File: src/rtl/median_pkg.sv
// rtl/median_pkg.sv - shared types and helpers for the median/rank order-statistic filter
// Contents: state_t (IDLE, LOAD, SORT, DONE), cnt_w() counter width helper,
//           sort_cycles() SORT-phase cycle count S(N, r).
package median_pkg;

   typedef enum logic [1:0] {
      IDLE = 2'd0,
      LOAD = 2'd1,
      SORT = 2'd2,
      DONE = 2'd3
   } state_t;

   // Width of counters that must hold values 0..n.
   function automatic int cnt_w(input int n);
      return $clog2(n + 1);
   endfunction

   // Each pass p scans the N-p elements still in the array, and the pass that
   // extracts the rank-r element is pass N-r-1.
   function automatic int sort_cycles(input int n, input int r);
      int s;
      s = 0;
      for (int p = 0; p <= n - r - 1; p++) begin
         s += n - p;
      end
      return s;
   endfunction

endpackage

File: src/rtl/median_cmp.sv
// rtl/median_cmp.sv - combinational unsigned compare-select
// Ports: a_i, b_i   operands (WIDTH, unsigned)
//        max_o      larger operand (a_i on a tie)
//        min_o      smaller operand
//        ge_o       a_i >= b_i
module median_cmp #(
   parameter int WIDTH = 8
) (
   input  logic [WIDTH-1:0] a_i,
   input  logic [WIDTH-1:0] b_i,
   output logic [WIDTH-1:0] max_o,
   output logic [WIDTH-1:0] min_o,
   output logic             ge_o
);

   assign ge_o  = (a_i >= b_i);
   assign max_o = ge_o ? a_i : b_i;
   assign min_o = ge_o ? b_i : a_i;

endmodule

File: src/rtl/median_rank_filter.sv
// rtl/median_rank_filter.sv - serial rank-r order-statistic filter over N-sample frames
// Ports: CLK   clock, rising edge
//        RST   synchronous active-high reset
//        DI    sample in, taken while DSI is high during a frame
//        DSI   frame strobe, high for N sample cycles
//        RANK  requested order statistic (0 = min), only with MEDIAN_RANK_EN
//        DO    result, held until the next DSO
//        DSO   one-cycle result-valid pulse
//        BUSY  high while a frame is being loaded or sorted
// Build option: MEDIAN_RANK_EN adds the RANK port; otherwise the rank is fixed at the median.
module median_rank_filter
   import median_pkg::*;
#(
   parameter int WIDTH = 8,
   parameter int N     = 9
) (
   input  logic                 CLK,
   input  logic                 RST,
   input  logic [WIDTH-1:0]     DI,
   input  logic                 DSI,
`ifdef MEDIAN_RANK_EN
   input  logic [$clog2(N)-1:0] RANK,
`endif
   output logic [WIDTH-1:0]     DO,
   output logic                 DSO,
   output logic                 BUSY
);

   localparam int            CW  = cnt_w(N);
   localparam logic [CW-1:0] NM1 = CW'(N - 1);

   state_t           state_q, state_d;
   logic [WIDTH-1:0] r_q [N];
   logic [WIDTH-1:0] r_d [N];
   logic [WIDTH-1:0] m_q, m_d;
   logic [CW-1:0]    idx_q, idx_d;
   logic [CW-1:0]    cnt_q, cnt_d;
   logic [CW-1:0]    pass_q, pass_d;
   logic [CW-1:0]    elem_q, elem_d;
   logic [CW-1:0]    last_q, last_d;
   logic [WIDTH-1:0] do_q, do_d;
   logic             dso_q, dso_d;
   logic             busy_q, busy_d;
   logic             dsi_q;

   logic             dsi_rise;
   logic [CW-1:0]    rank_eff;
   logic [CW-1:0]    last_pass;
   logic [WIDTH-1:0] cur;
   logic [WIDTH-1:0] cmp_max;
   logic [WIDTH-1:0] cmp_min_unused;
   logic             cmp_ge;
   logic             first;
   logic             take;
   logic [WIDTH-1:0] max_now;
   logic [CW-1:0]    idx_now;
   logic             pass_end;

   assign dsi_rise = DSI & ~dsi_q;

`ifdef MEDIAN_RANK_EN
   logic [CW-1:0] rank_w;
   assign rank_w   = CW'(RANK);
   assign rank_eff = (rank_w > NM1) ? NM1 : rank_w;
`else
   assign rank_eff = CW'((N - 1) / 2);
`endif

   // The frame is finished once the pass extracting the rank-r element ends;
   // store that pass index instead of r itself.
   assign last_pass = NM1 - rank_eff;

   assign cur = r_q[elem_q];

   median_cmp #(
      .WIDTH(WIDTH)
   ) u_cmp (
      .a_i  (cur),
      .b_i  (m_q),
      .max_o(cmp_max),
      .min_o(cmp_min_unused),
      .ge_o (cmp_ge)
   );

   // First element of a pass seeds the running max regardless of stale M.
   assign first    = (elem_q == '0);
   assign take     = first | cmp_ge;
   assign max_now  = first ? cur : cmp_max;
   assign idx_now  = take ? elem_q : idx_q;
   assign pass_end = (elem_q == (NM1 - pass_q));

   always_comb begin
      state_d = state_q;
      r_d     = r_q;
      m_d     = m_q;
      idx_d   = idx_q;
      cnt_d   = cnt_q;
      pass_d  = pass_q;
      elem_d  = elem_q;
      last_d  = last_q;
      do_d    = do_q;
      dso_d   = 1'b0;
      case (state_q)
         IDLE: begin
            if (dsi_rise) begin
               r_d[0]  = DI;
               cnt_d   = CW'(1);
               last_d  = last_pass;
               state_d = LOAD;
            end
         end
         LOAD: begin
            if (DSI) begin
               r_d[cnt_q] = DI;
               if (cnt_q == NM1) begin
                  cnt_d   = '0;
                  pass_d  = '0;
                  elem_d  = '0;
                  state_d = SORT;
               end else begin
                  cnt_d = cnt_q + CW'(1);
               end
            end else begin
               cnt_d   = '0;
               state_d = IDLE;
            end
         end
         SORT: begin
            if (dsi_rise) begin
               // A fresh frame preempts the one being sorted.
               r_d[0]  = DI;
               cnt_d   = CW'(1);
               pass_d  = '0;
               elem_d  = '0;
               last_d  = last_pass;
               state_d = LOAD;
            end else begin
               m_d   = max_now;
               idx_d = idx_now;
               if (pass_end) begin
                  if (pass_q == last_q) begin
                     state_d = DONE;
                  end else begin
                     // Remove the max by moving the last live element into its slot.
                     r_d[idx_now] = cur;
                     pass_d       = pass_q + CW'(1);
                     elem_d       = '0;
                  end
               end else begin
                  elem_d = elem_q + CW'(1);
               end
            end
         end
         DONE: begin
            do_d    = m_q;
            dso_d   = 1'b1;
            pass_d  = '0;
            elem_d  = '0;
            state_d = IDLE;
         end
         default: begin
            state_d = IDLE;
         end
      endcase
      busy_d = (state_d != IDLE);
   end

   always_ff @(posedge CLK) begin
      dsi_q <= DSI;
      if (RST) begin
         state_q <= IDLE;
         r_q     <= '{default: '0};
         m_q     <= '0;
         idx_q   <= '0;
         cnt_q   <= '0;
         pass_q  <= '0;
         elem_q  <= '0;
         last_q  <= '0;
         do_q    <= '0;
         dso_q   <= 1'b0;
         busy_q  <= 1'b0;
      end else begin
         state_q <= state_d;
         r_q     <= r_d;
         m_q     <= m_d;
         idx_q   <= idx_d;
         cnt_q   <= cnt_d;
         pass_q  <= pass_d;
         elem_q  <= elem_d;
         last_q  <= last_d;
         do_q    <= do_d;
         dso_q   <= dso_d;
         busy_q  <= busy_d;
      end
   end

   assign DO   = do_q;
   assign DSO  = dso_q;
   assign BUSY = busy_q;

endmodule

File: config.mk
export PLATFORM = sky130hd
export DESIGN_NAME = median_rank_filter
export DESIGN_NICKNAME = d
export VERILOG_FILES = /design/src/rtl/median_pkg.sv /design/src/rtl/median_cmp.sv /design/src/rtl/median_rank_filter.sv
export SDC_FILE = /design/constraint.sdc
export NUM_CORES = 1
export LEC_CHECK = 0
export BUFFER_PORTS_ARGS = -buffer_cell sky130_fd_sc_hd__buf_4
export CAP_MARGIN = 20
export CORE_MARGIN = 10
export CORE_UTILIZATION = 57
export CTS_CLUSTER_SIZE = 16
export DETAILED_ROUTE_END_ITERATION = 10
export GPL_TIMING_DRIVEN = 0
export PLACE_DENSITY = 0.76
export SLEW_MARGIN = 15
export SYNTH_ARGS = -nofsm -noshare
export SYNTH_HDL_FRONTEND = slang
export SYNTH_SLANG_ARGS = --single-unit
File: constraint.sdc
create_clock -name CLK -period 3.5 [get_ports CLK]
set_input_delay 1.05 -clock CLK [delete_from_list [all_inputs] [get_ports CLK]]
set_output_delay 1.05 -clock CLK [all_outputs]
set_load 0.03 [all_outputs]
==> impl_metrics.env <==
export IMPL_worst_slack_ps=-367
export IMPL_ys_seq_area_frac=0.315
export IMPL_avgSynthCellArea_um2=8.25
export IMPL_grt_pass1_wl_um=40700
export IMPL_seq_area_um2=2210
export IMPL_core_area_um2=12000
export IMPL_hold_viol_final=0
export IMPL_rows=40
export IMPL_worstReg2RegStart="elem_q[0]"
export IMPL_p_seq_frac=0.289
export IMPL_fillerInstances=758
export IMPL_gp_congestion=1.01
export IMPL_grt_antenna_before_repair=1
export IMPL_powerDensity_nw_per_um2=503
export IMPL_synth_largest_area_cell="dfxtp_1"
export IMPL_synth_top_area_frac=0.315
export IMPL_grt_pass1_vias=7210
export IMPL_multi_input_area_um2=5370
export IMPL_dieArea_um2=17100
export IMPL_cp_max_fo=8
export IMPL_drv_cap=0
export IMPL_grt_max_degree=19
export IMPL_synth_distinct_cells=75
export IMPL_route_detailed_drc=0
export IMPL_cts_root_buf="clkbuf_16"
export IMPL_synth_area_um2=6990
export IMPL_cp_start_kind="register"
export IMPL_p_int_mw=2.86
export IMPL_syn_nets=878
export IMPL_layout_drive_gt1_share=0.325
export IMPL_cts_buffer_depth=2
export IMPL_rsz0062_at_grt="true"
export IMPL_switching_share=0.392
export IMPL_crit_start="elem_q[0]"
export IMPL_die_h_um=131
export IMPL_initial_core_util=0.582
export IMPL_drtIter0Drc=1132
export IMPL_synthTopCellsByCount="159 x nor2_1, 110 x dfxtp_1, 64 x a21oi_1"
export IMPL_finalSetupViolations=84
export IMPL_peakVddDrop_mv=0.473
export IMPL_pin_count=21
export IMPL_ant_nets=0
export IMPL_min_period_over_period=1.10
export IMPL_ys_warn_count=0
export IMPL_clock_latency_ps=370
export IMPL_min_period_ps=3870
export IMPL_worst_pin_slew_ps=1050
export IMPL_synth_most_common_cell="nor2_1"
export IMPL_min_path_type="register to register"
export IMPL_clkTransAtPathRegs_ps=80
export IMPL_dieWidth_um=131
export IMPL_holdBufCountCts=0
export IMPL_syn_to_final_growth_pct=34.0
export IMPL_critPathCaptureType="register"
export IMPL_wl_um=27600
export IMPL_slew_headroom=0.296
export IMPL_worstHoldStart="m_q[6]"
export IMPL_combPwrFrac=0.481
export IMPL_track_usage=0.308
export IMPL_violations="negative setup slack"
export IMPL_gr_total_overflow=0
export IMPL_place_hpwl_um=16200
export IMPL_async_flop_share=0
export IMPL_place_area_um2=7330
export IMPL_drv_slew=0
export IMPL_synth_area_top_cells="dfxtp_1 32%, nor2_1 8.5%, mux4_2 4.8%"
export IMPL_io_buffers=19
export IMPL_finalClockSkew_ps=11.1
export IMPL_cts_tree="done"
export IMPL_pwr_share_clk=0.231
export IMPL_synth_ff_type="dfxtp_1"
export IMPL_cts_num_sinks=110
export IMPL_power_switching_mw=1.85
export IMPL_synth_seq_cells=110
export IMPL_htree_levels=3
export IMPL_power_total_mw=4.71
export IMPL_cts_made_buffers=9
export IMPL_crit_required_ps=3810
export IMPL_nets=974
export IMPL_fin_area_um2=9360
export IMPL_vias=7778
export IMPL_drt_first_pass_iters=6
export IMPL_rrSetupSlack_ps=-370
export IMPL_detail_route_wl_per_cell_um=25.2
export IMPL_crit_type="register to register"
export IMPL_syn_inst=847
export IMPL_outcome="finished, violations left"
export IMPL_synth_edf_count=0
export IMPL_avgViaCountPerCell=7.10
export IMPL_crit_arrival_ps=4180
export IMPL_fmax_ghz=0.259
export IMPL_leakage_nw=3.42
-- logic make-up (layout without fill, tap and decap cells) --
family / Yosys count / in the layout / synth area share
other: 0 / 1 / 0
adders and majority gates: 20 / 20 / 0.0358
xor gates and xnor gates: 13 / 13 / 0.0184
DFF: 110 / 110 / 0.315
buffers and inverters: 79 / 179 / 0.0505
AOI/OAI and AO/OA: 233 / 234 / 0.258
and+or+nand+nor: 363 / 363 / 0.253
muxes: 29 / 29 / 0.0688
-- through the flow --
| stage | setup WS [ps] | hold slack [ps] | utilization | TNS, ps | instances |
|---|---|---|---|---|---|
| floorplan | 7.84 | 453 | - | 0 | 847 |
| global route | -344 | 525 | 0.779 | -21520 | 1095 |
| CTS | -126 | 500 | 0.731 | -3720 | 1078 |
| finish | -367 | 499 | 0.779 | -18530 | 1096 |
| detailed placement | -891 | 479 | 0.611 | -52410 | 1013 |
| global placement | -826 | 472 | 0.611 | -49850 | 1013 |
-- state kept, by name (all words and copies together) (netlist names), 2 cells and up --
| signal | flops |
|---|---|
| DO | 8 |
| idx_q | 4 |
| r_q | 72 |
| elem_q | 4 |
| state_q | 2 |
| cnt_q | 4 |
| m_q | 8 |
| pass_q | 4 |
-- worst max-delay path, stage by stage, from the launching register on --
cell and delay, ps:
dfxtp_4 370, buf_8 130, mux4_2 520, a221oi_4 400, a21oi_4 110, ha_4 270, nor2b_4 130, o211a_4 250
o311ai_4 310, buf_6 170, nand2_4 100, o41ai_4 360, buf_6 210, mux2i_1 230, o221a_1 230
-- power by group through the flow --
stage	Sequential, mW	Clock, mW	Combinational [mW]
6_report	1.36	1.09	2.26
5_1_grt	1.36	1.14	2.33
4_1_cts	1.36	1.08	1.83
3_5_place_dp	1.38	0	1.27
3_3_place_gp	1.38	0	1.23
2_1_floorplan	1.37	0	0.955
-- final timing paths --
kind,endpoint,cells after the start
setup reg to reg,r_q[56],14
hold reg to reg,m_q[6],2
setup / recovery,r_q[56],14
hold / removal,m_q[6],2
-- routing by layer --
layer  routed length [um]  up-vias  GRT usage  share of wire
li1                     -     3287          -              -
met2                12600      634      0.484           0.45
met5                    0        -          0              0
met1                10000     3666      0.377           0.36
met4                 1820        0      0.175          0.066
met3                 3240      191     0.0786           0.12
-- what timing repair did --
action | CTS | global route
cloned | 7 | 1
setup endpoints to repair | 84 | 84
buffers inserted | 43 | 16
gates resized for setup | 146 | 97
pin swaps | 47 | 71
-- cell type report --
class,instances,share of cell area
clock buffers,9,0.0241
diodes,1,0.000267
flip-flops and latches,110,0.236
clock inverters,7,0.00789
multi-input cells,659,0.574
repair buffers,84,0.0874
inverters,22,0.00895
well taps,147,0.0196
plain buffers,57,0.0425
-- layout by cell type, fill, tap and decap left out, types with 5 or more instances in the layout --
cell       netlist  layout
a211oi_1        43      12
a211oi_2         3      31
a21oi_1         64      41
a21oi_2          4      20
a21oi_4          0       7
a221oi_2         1      16
a221oi_4         0       6
and2_1          13      12
and3b_1          8       8
buf_12           0       6
buf_2           14       6
buf_4            6      62
buf_6            2      26
buf_8            0       5
clkbuf_1        32      28
clkbuf_16        0      11
dfxtp_1        110     108
ha_1            20      14
ha_4             0       5
inv_1           21      20
mux2i_1         12      12
mux4_2          15      15
nand2_1         61      56
nand2_2          1       5
nand2b_1        10      10
nand3_1          6       5
nand4_1          7       7
nor2_1         159     157
nor2b_1         40      29
nor2b_4          0       7
nor3_1          35      30
nor3_2           3       7
o211a_1          8       7
o21ai_0         17      12
o21ai_1          8       6
o21ai_4          0       8
o221a_1         23      23
xnor2_1          7       7
xor2_1           5       5
Note: power is estimated with default switching activity, not from simulation.
